**src/rtl/hazard_ctrl_pkg.sv**
```systemverilog
// hazard_ctrl_pkg: shared pipeline constants and the multiply-sequencer state encoding
package hazard_ctrl_pkg;
  localparam int REG_W       = 5;
  localparam int MUL_LAT_DEF = 4;
  localparam int CD_W        = 4;
  typedef enum logic {IDLE, MUL_BUSY} state_e;
endpackage

```
**src/rtl/hazard_ctrl.sv**
```systemverilog
// hazard_ctrl: pipeline hazard unit producing stall/flush/freeze controls and a saturating stall counter
//   in:  clk, rst (async, active high), D-stage rs/rt, E-stage load flag and destination,
//        taken branch in D, multiply in D, I/D-cache miss
//   out: oStall_F, oStall_D, oFlush_D, oFlush_E, oFreeze, oMulBusy, oStallCnt
module hazard_ctrl import hazard_ctrl_pkg::*; #(
  parameter int MUL_LAT = MUL_LAT_DEF,
  parameter int CNT_W   = 16
) (
  input  logic             clk,
  input  logic             rst,
  input  logic [REG_W-1:0] iRs_RegD,
  input  logic [REG_W-1:0] iRt_RegD,
  input  logic             iMemRead_RegE,
  input  logic [REG_W-1:0] iwsel_RegE,
  input  logic             iBranchTaken_RegD,
  input  logic             iMulStart_RegD,
  input  logic             iICacheStall,
  input  logic             iDCacheStall,
  output logic             oStall_F,
  output logic             oStall_D,
  output logic             oFlush_D,
  output logic             oFlush_E,
  output logic             oFreeze,
  output logic             oMulBusy,
  output logic [CNT_W-1:0] oStallCnt
);
  state_e            state_q, state_d;
  logic [CD_W-1:0]   cd_q, cd_d;
  logic [CNT_W-1:0]  cnt_q, cnt_d;
  logic              freeze, load_use, busy;
  always_comb begin
    freeze   = iICacheStall | iDCacheStall;
    load_use = iMemRead_RegE && iwsel_RegE != '0 &&
               (iwsel_RegE == iRs_RegD || iwsel_RegE == iRt_RegD);
    busy     = state_q == MUL_BUSY;
    oFreeze  = freeze;
    oStall_F = freeze | load_use | busy;
    oStall_D = oStall_F;
    // a frozen pipeline keeps every register, so no bubbles may be written
    oFlush_E = !freeze && (load_use || busy);
    // branch operands are not valid while D is held, so the redirect waits
    oFlush_D = iBranchTaken_RegD && !oStall_D;
    oMulBusy = busy;
    state_d  = state_q;
    cd_d     = cd_q;
    if (!freeze) begin
      // a pending load-use keeps the multiply from starting until its operand is ready
      if (!busy && iMulStart_RegD && !load_use) begin
        state_d = MUL_BUSY;
        cd_d    = CD_W'(MUL_LAT - 1);
      end else if (busy) begin
        state_d = cd_q == '0 ? IDLE : MUL_BUSY;
        cd_d    = cd_q == '0 ? cd_q : cd_q - 1'b1;
      end
    end
    cnt_d     = (oStall_F && cnt_q != '1) ? cnt_q + 1'b1 : cnt_q;
    oStallCnt = cnt_q;
  end
  always_ff @(posedge clk or posedge rst) begin
    if (rst) begin
      state_q <= IDLE;
      cd_q    <= '0;
      cnt_q   <= '0;
    end else begin
      state_q <= state_d;
      cd_q    <= cd_d;
      cnt_q   <= cnt_d;
    end
  end
endmodule

```
**config.mk**
```make
export PLATFORM = sky130hd
export DESIGN_NAME = hazard_ctrl
export DESIGN_NICKNAME = d
export VERILOG_FILES = /design/src/rtl/hazard_ctrl_pkg.sv /design/src/rtl/hazard_ctrl.sv
export SDC_FILE = /design/constraint.sdc
export NUM_CORES = 1
export LEC_CHECK = 0
export CAP_MARGIN = 20
export CORE_MARGIN = 1.5
export CORE_UTILIZATION = 44
export DETAILED_ROUTE_END_ITERATION = 6
export GPL_TIMING_DRIVEN = 1
export MAX_ROUTING_LAYER = met4
export PLACE_DENSITY_LB_ADDON = 0.12
export SYNTH_ARGS = -nofsm -noshare
export SYNTH_HDL_FRONTEND = slang
export SYNTH_SLANG_ARGS = --single-unit
```
**constraint.sdc**
```tcl
create_clock -name clk -period 4.1 [get_ports clk]
set_input_delay 1.025 -clock clk [delete_from_list [all_inputs] [get_ports clk]]
set_output_delay 1.025 -clock clk [all_outputs]
set_load 0.03 [all_outputs]
```
Yosys cells after proc, flatten, opt, wreduce, memory -nomap -nowiden
Index checks and enable logic that the tools add are counted.
- add/subtract/negate cells: 2
- equality and inequality tests: 4
- multiplexer cells: 6
- bitwise operators: 4
- reduce and logical (&&, ||, !) cells: 17
- operators with widths (cell ; count):
    adder 16 x 1 -> 16 bit (second input constant) ; 1
    != test 16 bit (second input constant) ; 1
    2-to-1 mux 4 bit ; 3
    == test 5 bit ; 2
    logical AND 1 bit ; 7
    nonzero test 5 bit ; 1
    logical NOT 1 bit ; 4
    logical NOT 4 bit ; 1
    subtractor 4 x 1 -> 4 bit (second input constant) ; 1
    2-to-1 mux 1 bit ; 3
    bitwise OR 1 bit ; 3
    AND reduction 3 bit ; 1
    logical OR 1 bit ; 2
    != test 2 bit (second input constant) ; 1
    nonzero test 2 bit ; 1
    inverter 1 bit ; 1
- flip-flop bits (word level): 21
- input bits: 22
- output and inout bits: 22
- word-level logic and storage cells: 36

Depth between registers and ports, before layout
- depth after elaboration: 7
- gate-level depth with buffers: 7
- mapped depth without buffers: 6

Least setup slack after synthesis
OpenSTA, ideal clock, no wires.
- path kind: input -> output
- start: input port iwsel_RegE[1]
- end: output port oStall_F
- arrival time: 2699 ps
- data required time: 3075 ps
- slack: 376 ps
- stages on the path: 6
- path buffers: 2
- cells stage by stage: or4_1 -> o21a_1 -> a211oi_4 -> buf_6 -> inv_1 -> buf_4
- longest elaborated chain between the ends: 5
- elaborated cells on any way between the ends: 8
- classes of those cells: 2 x eq/ne; 2 x bitwise; 4 x reduce/logical
- RTL lines (item ; RTL line ; text):
    start, declared ; hazard_ctrl.sv:14 ; input logic [REG_W-1:0] iwsel_RegE,
    == test 5 bit / nonzero test 5 bit (equally long branches) ; hazard_ctrl.sv:34, hazard_ctrl.sv:33 ;
    logical OR 1 bit / logical AND 1 bit (equally long branches) ; hazard_ctrl.sv:34, hazard_ctrl.sv:33 ;
    logical AND 1 bit (*) ; hazard_ctrl.sv:33 ; load_use = iMemRead_RegE && iwsel_RegE != '0 &&
    bitwise OR 1 bit (*) (2 in a row) ; hazard_ctrl.sv:37 ; oStall_F = freeze | load_use | busy;
    end, declared ; hazard_ctrl.sv:19 ; output logic oStall_F,
Mark *: on every way between the ends. The rest lies on a longest branch, timed or not.

Worst setup path in the final report
Same ends and word-level chain as after synthesis.

==> impl_results.md <==
- Clk_skew: 0.002920 ns
- Total number of vias: 1,099
- TritonCTS Sinks: 21
- Synth area leader: dfrtp_1
- Initial Util: 0.4808
- Clk_lat worst skew: 0.31 ns
- Post-route ant nets: 0
- Die area: 0.003106 mm²
- Min cycle time layout: 3.946 ns
- Async SR Flop Fraction: 1.000
- Critical Path End Type: output port
- Ant diodes: 0
- Largest net degree at the start of global routing: 22
- Hold path startpoint: oStallCnt[3]
- Critical path data required time: 3.07 ns
- Iter 0 DRT Violations: 26
- # fillers: 215
- Worst Hold Depth: 1
- CP Data Arrival Time: 2.92 ns
- Most common cell after layout, fill and taps aside: clkdlybuf4s50_1
- CTS tree: done
- Number of core rows: 18
- First-pass GRT wire length: 4367 µm
- Post-Layout Cell Count: 205
- Seq cells post-synth: 21
- Synthesis Warnings: 0
- Synth top area share: 0.4294
- Final setup vio count: 0
- Reg2reg start: oStallCnt[6]
- Clock transition at path regs: 0.12 ns
- Unrepaired setup endpoints after global routing: false
- Vias per cell: 5.361
- Cell Area, Placed: 0.001703 mm²
- Post-route total power: 932.8 µW
- Crit path max fanout: 2
- DRC Markers: 0
- Post-synth EDFFs: 0
- Final hold violations: 0
- Post-Syn Area: 0.001224 mm²
- Max-cap violations: 0
- Crit path kind: input port to output port
- Synth unique cells: 37
- Average cell area after synthesis: 9.868 µm²
- Seq. cell area: 525.5 µm²
- DP HPWL: 2174 µm
- Area grow syn2layout: 42.74%
- Hold slack: 0.5013 ns
- Path depth of the worst reg2reg path: 7
- Worst-Margin Slew: 0.7809 ns
- Syn Inst Count: 124
- Crit Reg-Reg Endpoint: oStallCnt[12]
- Area occupied by multi-input gates: 644.4 µm²
- Final wirelength: 2843 µm
- Sequential fraction of the synthesis area: 0.4294
- Share of post-route cells with drive strength above 1: 0.1200
- Worst Hold End: oStallCnt[3]
- I/O pins: 44
- Die W: 55.74 µm
- Die H: 55.74 µm
- Placer Congestion: 0.8213
- Fin crit share: 0.9624
- Max-slew violations: 0
- Most frequent cells in the layout: 39 x clkdlybuf4s50_1, 21 x dfrtp_1, 13 x xnor2_1, 12 x nand2_1, 11 x xor2_1
- Most area-consuming cells after synthesis: dfrtp_1 43%, xnor2_1 9.3%, xor2_1 7.9%
- Critical path startpoint category: input port
- F_max: 253.4 MHz
- Max IR drop VDD: 0.5391 mV
- Wire length per cell: 13.87 µm
- GRT Util Overall: 0.1837
- # port buffers: 43
- Synth Flop Type: dfrtp_1
- Leakage power: 0.0007115 µW
- Vias in the first global route: 1,064
- TritonCTS buffer count: 3
- H-tree Lvls: 1
- Nets: 200
- Worst min path class: flop to flop
- Total gr overflow: 0
- Status: completed
- FF-to-FF setup slack: 1.71 ns
- CTS root buffer: clkbuf_4
- Core area: 0.002545 mm²
- Syn_nets: 148
- Slew Limit Headroom: 0.4751
- Hold Buf Count CTS: 0
- Initial antenna violation count: 0
- Cell Pwr Density: 534.0 mW/mm²
- Clock tree buffer depth: 2
- Inst Count DP: 199
- Final instance area: 0.001747 mm²
- Detailed Routing Iterations Pass 1: 4
==> timing repair <==
item / in CTS / in global routing
buffers inserted: 0 / 1
setup endpoints to repair: 2 / 2
gates resized for setup: 2 / 2
==> kinds of logic after synthesis <==
family	Yosys count	synth area share
adders and majority gates	2	0.02045
buffers and inverters	11	0.04397
muxes	2	0.01840
and+or+nand+nor	51	0.2352
AOI/OAI and AO/OA	13	0.08079
xor gates and xnor gates	24	0.1718
DFF	21	0.4294
==> layer usage <==
layer,vias to the layer above,global-route usage,routed length [µm]
met5,-,-,0
met4,0,0.06620,63
met3,8,0.04186,121
met2,32,0.3129,1499
met1,525,0.2115,1158
li1,534,-,-
==> cells in the mapped netlist (2+ instances only) <==
cell type and instances:
a21oi_1 3, dfrtp_1 21, ha_1 2, inv_1 8
mux2_2 2, nand2_1 12, nand3_1 6, nand4_1 3
nor2_1 5, nor3_1 5, nor4_1 5, nor4b_1 3
o21ai_0 2, or4_1 2, xnor2_1 13, xor2_1 11
==> how the worst max path moves through the flow <==
stage,endpoint,from
after floorplan,oStall_F,iwsel_RegE[1]
after global placement,oStall_D,iwsel_RegE[1]
after detailed placement,oStall_F,iwsel_RegE[1]
after CTS,oFlush_E,iwsel_RegE[1]
after global routing,oStall_F,iwsel_RegE[1]
final,oStall_F,iwsel_RegE[1]
==> stage by stage <==
stage               TNS (ns)    util  setup WS (ns)
global placement    -0.01293  0.6691      -0.006718
CTS                        0  0.6790        0.01047
detailed placement   -0.1185  0.6691       -0.06579
floorplan                  0       -         0.3763
global route               0  0.6863        0.07994
finish                     0  0.6863         0.1542
==> flip-flops by register name (all words and copies together) (netlist names) <==
signal	flops
oMulBusy	1
oStallCnt	16
cd_q	4
==> cell type report <==
| cell class | count | share of cell area |
|---|---|---|
| inverters | 8 | 0.01719 |
| well taps | 30 | 0.02149 |
| repair buffers | 50 | 0.2758 |
| flip-flops and latches | 21 | 0.3009 |
| multi-input cells | 92 | 0.3689 |
| clock buffers | 3 | 0.01289 |
| clock inverters | 1 | 0.002865 |
==> power by group <==
group          internal, µW  total, µW  switching, µW
registers               280        367           87.1
clock network          36.5        105           68.6
logic                   212        460            248
total                   529        933            404
==> worst max-delay path, cell delays in order <==
cell and delay, ns:
clkdlybuf4s50_1 0.41, or4_1 0.53, o21a_1 0.23, a211oi_4 0.28, inv_1 0.08, dlygate4sd2_1 0.37
Note: power is estimated with default switching activity, not from simulation.
